$ cat config.mk
export PLATFORM = sky130hd
export DESIGN_NAME = inst_fetcher_flat
export DESIGN_NICKNAME = d
export VERILOG_FILES = /design/src/rtl/inst_fetcher_pkg.sv /design/src/rtl/inst_fetcher_if.sv /design/src/rtl/inst_fifo.sv /design/src/rtl/inst_fetcher.sv /design/src/flat_wrapper.sv
export SDC_FILE = /design/constraint.sdc
export NUM_CORES = 1
export LEC_CHECK = 0
export ABC_AREA = 1
export CORE_MARGIN = 8
export CORE_UTILIZATION = 45
export CTS_CLUSTER_DIAMETER = 120
export CTS_CLUSTER_SIZE = 40
export DETAILED_ROUTE_END_ITERATION = 12
export GPL_ROUTABILITY_DRIVEN = 0
export PLACE_DENSITY = 0.71
export SLEW_MARGIN = 20
export SYNTH_ARGS = -nofsm -noshare
export SYNTH_HDL_FRONTEND = slang
export SYNTH_SLANG_ARGS = --single-unit
$ cat constraint.sdc
create_clock -name clk -period 5.36 [get_ports clk]
set_input_delay 1.072 -clock clk [delete_from_list [all_inputs] [get_ports clk]]
set_output_delay 1.072 -clock clk [all_outputs]
set_load 0.01 [all_outputs]
$ cat src/rtl/inst_fetcher_pkg.sv
// Shared types and constants for the instruction fetcher: widths, fetch state and buffer entry layout.
// The JAL helper is used only when FETCH_JAL_PREDECODE_EN is defined.
package inst_fetcher_pkg;

   localparam int XLEN = 32;
   localparam int ILEN = 32;
   localparam logic [6:0] OPC_JAL = 7'b1101111;

   typedef enum logic {
      FETCH = 1'b0,
      STALL = 1'b1
   } fetch_state_e;

   typedef struct packed {
      logic [XLEN-1:0] pc;
      logic [ILEN-1:0] instr;
   } iq_entry_t;

   // J-type immediate is scattered across [31:12]; bit 0 is implicitly zero
   function automatic logic [XLEN-1:0] jal_target(input logic [XLEN-1:0] pc,
                                                  input logic [ILEN-1:0] instr);
      logic [XLEN-1:0] imm;
      imm = {{12{instr[31]}}, instr[19:12], instr[20], instr[30:21], 1'b0};
      return pc + imm;
   endfunction

endpackage

$ cat src/rtl/inst_fetcher_if.sv
// Cache-fetch and decoder-feed signals of the instruction fetcher.
// master = fetcher side, slave = cache/decoder environment.
interface inst_fetcher_if;
   import inst_fetcher_pkg::*;

   logic            out_fetcher_ready;
   logic [XLEN-1:0] instr_addr;
   logic            cache_free;
   logic            in_cache_ready;
   logic [ILEN-1:0] cache_instr;
   logic [XLEN-1:0] cache_instr_addr;
   logic            dec_valid;
   logic [ILEN-1:0] dec_instr;
   logic [XLEN-1:0] dec_pc;
   logic            dec_ready;

   modport master (
      output out_fetcher_ready, instr_addr, dec_valid, dec_instr, dec_pc,
      input  cache_free, in_cache_ready, cache_instr, cache_instr_addr, dec_ready
   );

   modport slave (
      input  out_fetcher_ready, instr_addr, dec_valid, dec_instr, dec_pc,
      output cache_free, in_cache_ready, cache_instr, cache_instr_addr, dec_ready
   );

endinterface

$ cat src/rtl/inst_fifo.sv
// Synchronous {pc, instr} FIFO with flush and a registered head entry (zero when empty).
// full_next reports occupancy after this cycle's push/pop so the fetcher can stall early.
module inst_fifo
   import inst_fetcher_pkg::*;
#(
   parameter int DEPTH_LOG = 2
) (
   input  logic               clk,
   input  logic               rst,
   input  logic               en,
   input  logic               flush,
   input  logic               push,
   input  logic               pop,
   input  iq_entry_t          push_data,
   output iq_entry_t          head_data,
   output logic               head_valid,
   output logic               full,
   output logic               full_next,
   output logic               empty,
   output logic [DEPTH_LOG:0] count
);

   localparam int DEPTH = 1 << DEPTH_LOG;
   localparam int CW    = DEPTH_LOG + 1;
   localparam logic [CW-1:0] FULL_CNT = CW'(DEPTH);

   iq_entry_t            mem_r [DEPTH];
   logic [DEPTH_LOG-1:0] head_r, tail_r, head_s, tail_s;
   logic [CW-1:0]        count_r, count_s;
   iq_entry_t            head_data_r, head_data_s;
   logic                 head_valid_r;

   // Next pointers/occupancy and the entry that will sit at the head after this edge
   always_comb begin
      head_s      = head_r;
      tail_s      = tail_r;
      count_s     = count_r;
      head_data_s = '0;
      if (flush) begin
         head_s  = '0;
         tail_s  = '0;
         count_s = '0;
      end else begin
         if (pop) head_s = head_r + DEPTH_LOG'(1);
         else     head_s = head_r;
         if (push) tail_s = tail_r + DEPTH_LOG'(1);
         else      tail_s = tail_r;
         count_s = count_r + CW'(push) - CW'(pop);
      end
      // A push into an (about to be) empty buffer becomes the head directly
      if (count_s == '0)                   head_data_s = '0;
      else if (push && (head_s == tail_r)) head_data_s = push_data;
      else                                 head_data_s = mem_r[head_s];
   end

   // Pointer, occupancy and head-register update
   always_ff @(posedge clk) begin
      if (rst) begin
         head_r       <= '0;
         tail_r       <= '0;
         count_r      <= '0;
         head_data_r  <= '0;
         head_valid_r <= 1'b0;
      end else if (en) begin
         head_r       <= head_s;
         tail_r       <= tail_s;
         count_r      <= count_s;
         head_data_r  <= head_data_s;
         head_valid_r <= (count_s != '0);
      end
   end

   // Entry storage
   always_ff @(posedge clk) begin
      if (!rst && en && push && !flush) mem_r[tail_r] <= push_data;
   end

   assign head_data  = head_data_r;
   assign head_valid = head_valid_r;
   assign full       = (count_r == FULL_CNT);
   assign full_next  = (count_s == FULL_CNT);
   assign empty      = (count_r == '0);
   assign count      = count_r;

endmodule

$ cat src/rtl/inst_fetcher.sv
// Instruction fetcher: holds the PC, requests words from the cache, buffers {instr, pc} for the decoder.
// Optional FETCH_JAL_PREDECODE_EN redirects the PC to a JAL target when the JAL is pushed.
module inst_fetcher
   import inst_fetcher_pkg::*;
#(
   parameter logic [XLEN-1:0] RESET_PC     = 32'h0000_0000,
   parameter int              IQ_DEPTH_LOG = 2
) (
   input  logic              clk,
   input  logic              rst,
   input  logic              rdy,
   input  logic              rob_clear,
   input  logic [XLEN-1:0]   rob_new_pc,
   inst_fetcher_if.master    bus
);

   fetch_state_e        state_r, state_s;
   logic [XLEN-1:0]     pc_r, pc_s, seq_pc_s;
   logic                req_r;
   logic [XLEN-1:0]     addr_r;
   logic                accept_s, pop_s;
   iq_entry_t           push_entry_s, head_entry_s;
   logic                head_valid_s, fifo_full_s, fifo_full_next_s, fifo_empty_s;
   logic [IQ_DEPTH_LOG:0] fifo_count_s;
   logic                unused_s;

   // Address following an accepted instruction
   always_comb begin
`ifdef FETCH_JAL_PREDECODE_EN
      if (bus.cache_instr[6:0] == OPC_JAL) seq_pc_s = jal_target(pc_r, bus.cache_instr);
      else                                 seq_pc_s = pc_r + 32'd4;
`else
      seq_pc_s = pc_r + 32'd4;
`endif
   end

   // Response acceptance, PC update and fetch/stall next state
   always_comb begin
      state_s  = state_r;
      pc_s     = pc_r;
      pop_s    = head_valid_s && !fifo_empty_s && bus.dec_ready;
      accept_s = (state_r == FETCH) && bus.in_cache_ready && !rob_clear &&
                 (bus.cache_instr_addr == pc_r) && !(fifo_full_s && !pop_s);
      if (rob_clear)     pc_s = rob_new_pc;
      else if (accept_s) pc_s = seq_pc_s;
      else               pc_s = pc_r;
      case (state_r)
         FETCH:   if (fifo_full_next_s) state_s = STALL; else state_s = FETCH;
         STALL:   if (fifo_full_next_s) state_s = STALL; else state_s = FETCH;
         default: state_s = FETCH;
      endcase
   end

   // State, PC and registered request outputs; rdy low freezes everything
   always_ff @(posedge clk) begin
      if (rst) begin
         state_r <= FETCH;
         pc_r    <= RESET_PC;
         req_r   <= 1'b0;
         addr_r  <= RESET_PC;
      end else if (rdy) begin
         state_r <= state_s;
         pc_r    <= pc_s;
         req_r   <= (state_s == FETCH);
         addr_r  <= pc_s;
      end
   end

   assign push_entry_s = {pc_r, bus.cache_instr};

   inst_fifo #(
      .DEPTH_LOG (IQ_DEPTH_LOG)
   ) u_fifo (
      .clk        (clk),
      .rst        (rst),
      .en         (rdy),
      .flush      (rob_clear),
      .push       (accept_s),
      .pop        (pop_s),
      .push_data  (push_entry_s),
      .head_data  (head_entry_s),
      .head_valid (head_valid_s),
      .full       (fifo_full_s),
      .full_next  (fifo_full_next_s),
      .empty      (fifo_empty_s),
      .count      (fifo_count_s)
   );

   assign bus.out_fetcher_ready = req_r;
   assign bus.instr_addr        = addr_r;
   assign bus.dec_valid         = head_valid_s;
   assign bus.dec_instr         = head_entry_s.instr;
   assign bus.dec_pc            = head_entry_s.pc;

   // cache_free is informational only
   assign unused_s = ^{bus.cache_free, fifo_count_s};

endmodule

$ cat src/flat_wrapper.sv
// flat-port wrapper written by rule: the top's interface ports become plain ports
module inst_fetcher_flat import inst_fetcher_pkg::*;
#(
   parameter logic [XLEN-1:0] RESET_PC     = 32'h0000_0000,
   parameter int              IQ_DEPTH_LOG = 2
)
  (clk, rst, rdy, rob_clear, rob_new_pc, bus_out_fetcher_ready, bus_instr_addr, bus_dec_valid, bus_dec_instr, bus_dec_pc, bus_cache_free, bus_in_cache_ready, bus_cache_instr, bus_cache_instr_addr, bus_dec_ready);
  inst_fetcher_if bus_i ();
  input  logic clk;
  input  logic rst;
  input  logic rdy;
  input  logic rob_clear;
  input  logic [XLEN-1:0] rob_new_pc;
  output wire logic [$bits(bus_i.out_fetcher_ready)-1:0] bus_out_fetcher_ready;
  output wire logic [$bits(bus_i.instr_addr)-1:0] bus_instr_addr;
  output wire logic [$bits(bus_i.dec_valid)-1:0] bus_dec_valid;
  output wire logic [$bits(bus_i.dec_instr)-1:0] bus_dec_instr;
  output wire logic [$bits(bus_i.dec_pc)-1:0] bus_dec_pc;
  input wire logic [$bits(bus_i.cache_free)-1:0] bus_cache_free;
  input wire logic [$bits(bus_i.in_cache_ready)-1:0] bus_in_cache_ready;
  input wire logic [$bits(bus_i.cache_instr)-1:0] bus_cache_instr;
  input wire logic [$bits(bus_i.cache_instr_addr)-1:0] bus_cache_instr_addr;
  input wire logic [$bits(bus_i.dec_ready)-1:0] bus_dec_ready;
  assign bus_out_fetcher_ready = bus_i.out_fetcher_ready;
  assign bus_instr_addr = bus_i.instr_addr;
  assign bus_dec_valid = bus_i.dec_valid;
  assign bus_dec_instr = bus_i.dec_instr;
  assign bus_dec_pc = bus_i.dec_pc;
  assign bus_i.cache_free = bus_cache_free;
  assign bus_i.in_cache_ready = bus_in_cache_ready;
  assign bus_i.cache_instr = bus_cache_instr;
  assign bus_i.cache_instr_addr = bus_cache_instr_addr;
  assign bus_i.dec_ready = bus_dec_ready;
  inst_fetcher #(.RESET_PC(RESET_PC), .IQ_DEPTH_LOG(IQ_DEPTH_LOG)) u_core (.clk(clk), .rst(rst), .rdy(rdy), .rob_clear(rob_clear), .rob_new_pc(rob_new_pc), .bus(bus_i));
endmodule
==> metrics.md <==
| Metric | Value |
|---|---|
| GRT Overall Usage | 21.1% |
| Max-Cap Viols | 0 |
| Top-area cell type share of the netlist area | 47.0% |
| Critical Path Fanout Max | 52 |
| Slew margin rel. | 30.6% |
| Clock Sinks | 362 |
| Cell Area, Synth | 16400 um2 |
| Fin area | 19100 um2 |
| Diodes inserted | 0 |
| Area growth from synthesis to layout | 16.8% |
| Final Hold Viols | 0 |
| Met3 global-route usage | 3.40% |
| Slowest CP cell | fa_1 |
| Io pins | 201 |
| Synth area leaders | edfxtp_1, nand2_1, dfxtp_1, nand3_1, a21oi_1 |
| Largest family of logic cells by synthesized area | simple AND/OR/NAND/NOR gates |
| Hold WC Path Type | register to register |
| Post-DP Area | 18700 um2 |
| Initial antenna violation count | 0 |
| Drt pass-1 iters | 5 |
| Routed wire length | 46.1 mm |
| Synth Area in Compound Gates | 4.42% |
| Most instantiated library cell after synthesis | nand2_1 |
| Status | finished, final reports clean |
| Clock slew at reported path FFs | 140 ps |
| Critical Path AT | 4880 ps |
| Reg2Reg Depth | 20 |
| H-tree Lvls | 1 |
| Async SR Flop Fraction | 0% |
| Max IR drop VDD | 0.180 mV |
| Hold Path Cell Cnt | 2 |
| Fin. max-slew vios | 0 |
| # resized after CTS | 0 |
| DR iter-0 viols | 1202 |
| Skew final | 33.5 ps |
| Seq/Total Area, Yosys | 59.9% |
| Worst-Margin Slew | 1040 ps |
| Crit path kind | input port to register |
| # rows | 70 |
| Xor/xnor share of the synthesized area | 1.50% |
| Overflow after GRT | 0 |
| Distinct cells, synth | 36 |
| Ys Warns | 0 |
| Die Height | 207 um |
| RSZ-0062 raised after global routing | false |
| CTS tree | yes |
| Vias in the first global route | 12608 |
| Area occupied by multi-input gates | 5630 um2 |
| Core ar. | 36300 um2 |
| Mux cell area share after synthesis | 0.550% |
| CP delay by family, top | simple AND/OR/NAND/NOR gates |
| Max Root-Sink Buffers | 3 |
| Setup Buffers After CTS | 0 |
| Area leader, netlist | edfxtp_1 |
| Fmax | 0.227 GHz |
| Worst skew pair latency | 520 ps |
| DRT antenna net count | 0 |
| Setup crit start kind | input port |
| Worst Setup End Kind | register |
| Final TNS setup | 0 ps |
| # port buffers | 199 |
| Synth Flop Type | edfxtp_1 |
| CP Buf/Inv Count | 6 |
| Top cells by count, synth | nand2_1, edfxtp_1, nand3_1, dfxtp_1, inv_1 |
| Simple-gate area share of the yosys netlist | 26.9% |
| Root buffer cell | clkbuf_16 |
| Crit path depth | 18 |
| Die Area | 42700 um2 |
| Post-synth EDFFs | 256 |
| First-pass GRT wire length | 70.9 mm |
| Total power | 0.00500 W |
| Period minus WS final | 4400 ps |
| Post-DP HPWL | 28.7 mm |
| Post-CTS Hold Buffers | 0 |
| Cell count after synthesis | 1787 |
| Layout fillers | 3266 |
| M2 GR Usage | 35.1% |
| Initial core utilization | 45.2% |
| Leakage | 7.17 nW |
| Gr busiest metal | met2 |
| Sequential Area | 9810 um2 |
| Flops & latches, synth | 362 |
| Fin nets | 2035 |
| Worst EP required | 5840 ps |
| Met1 global-route usage | 28.3% |
| Synth Area in Adders | 0.657% |
| Die X | 207 um |
| Worst-path cell chain | clkdlybuf4s50_1 -> xnor2_1 -> nand2_1 -> nor2_1 -> nand3b_2 -> nor2_8 -> inv_1 -> ha_1 -> inv_1 -> ha_1 -> inv_1 -> fa_1 -> or2_2 -> a31oi_4 -> buf_12 -> a21oi_1 -> or2_2 -> inv_1 |
| Layout Cells excl Fill | 2398 |
| Final setup vio count | 0 |
| Synth Net Count | 1898 |
| Dpl cells | 2377 |
| Num CTS Buffers | 13 |
| # DRC | 0 |
| Syn avg cell area | 9.16 um2 |
| Power Dens Cells | 261 nW/um2 |
| Slowest stage delay, CP | 440 ps |
| CP most frequent cell | inv_1 |
| Largest net degree at the start of global routing | 93 |
| Share of layout cells above drive strength 1 | 5.13% |
| Tcrit/Tclk final | 82.1% |
| Drt wl/cell | 19.2 um |
| Vias | 13076 |
| Vias per cell | 5.45 |
==> path summary, 6_finish.rpt <==
path	from	to	slack, ps
worst max register to register	u_core.bus.instr_addr[3]$_SDFFE_PP0P_	u_core.u_fifo.head_valid$_SDFFE_PP0P_	1340
worst max-delay path	bus_cache_instr_addr[31]	u_core.u_fifo.head_valid$_SDFFE_PP0P_	960
worst min register to register	u_core.u_fifo.head_data[8]$_SDFFE_PP0P_	u_core.u_fifo.head_data[8]$_SDFFE_PP0P_	470
worst min-delay path	u_core.u_fifo.head_data[8]$_SDFFE_PP0P_	u_core.u_fifo.head_data[8]$_SDFFE_PP0P_	470
==> sequential cells by signal, summed over array words and instances, names as in the netlist <==
register and flops:
u_core.state_r 1, u_core.u_fifo.mem_r 256, u_core.u_fifo.tail_r 2, u_core.bus.out_fetcher_ready 1, u_core.u_fifo.head_valid 1, u_core.u_fifo.head_data 64, u_core.u_fifo.count 3, u_core.u_fifo.head_r 2
u_core.bus.instr_addr 32
==> cell families (layout without fill, tap and decap cells) <==
group	count (synthesis)	after routing
multiplexers	9	9
flip-flops	362	362
adder cells (fa/ha/maj)	8	8
XOR/XNOR	28	28
AO/OA/AOI/OAI	142	142
AND/OR/NAND/NOR	1012	1012
buffers and inverters	226	369
==> per-stage QoR <==
| step | util (%) | setup slack [ps] | hold slack, ps |
|---|---|---|---|
| 2_1_floorplan | - | 228 | 463 |
| 3_3_place_gp | 51.6 | 440 | 452 |
| 5_1_grt | 52.7 | 791 | 487 |
| 3_5_place_dp | 51.6 | 407 | 457 |
| 4_1_cts | 52.7 | 945 | 477 |
| 6_report | 52.7 | 959 | 472 |
==> per-layer routing <==
metal	vias to the layer above	share of wire, %	routed length (um)
li1	6261	-	-
met1	6176	43	19700
met2	565	46	21400
met3	74	8.3	3830
met4	0	2.4	1120
met5	-	0	0
==> cells in the final DEF, fill, tap and decap left out, drive strengths merged <==
master,synthesis,routed
xor2,16,16
buf,74,32
mux2i,9,9
nand3,231,231
clkdlybuf4s50,0,198
o22ai,1,1
o31ai,3,3
clkinv,0,2
o21a,1,1
nor3,17,17
fa,1,1
edfxtp,256,256
nor2,68,68
ha,7,7
nor4,2,2
a21oi,95,95
inv,118,118
o21ai,40,40
a31oi,2,2
xnor2,12,12
nand2,613,613
or2,9,9
clkbuf,34,19
dfxtp,106,106
nand3b,1,1
nand4,70,70
nor3b,1,1
==> final cells by class <==
type,instances,area share (%)
sequential,362,51.3
multi-input combinational,1199,29.4
timing repair buffer,230,11.7
tap,468,3.06
inverter,118,2.33
clock buffer,19,1.87
clock inverter,2,0.242
==> report_power, final <==
part	internal, W	switching (W)
combinational	0.000241	0.000330
clock	0.000492	0.000844
sequential	0.00303	0.0000609
total	0.00376	0.00124
==> worst reg2reg max path: stages (launching register included) <==
cell	delay, ps
dfxtp_1	690
inv_2	70
nand2_1	80
nand2_1	50
nor2_1	300
nand2_1	120
nor2_2	170
nand3_4	130
nor2_8	100
inv_1	50
ha_1	280
inv_1	60
ha_1	130
inv_1	60
fa_1	440
or2_2	330
a31oi_4	220
buf_12	310
a21oi_1	70
or2_2	300
inv_1	50
Note: power is estimated with default switching activity, not from simulation.
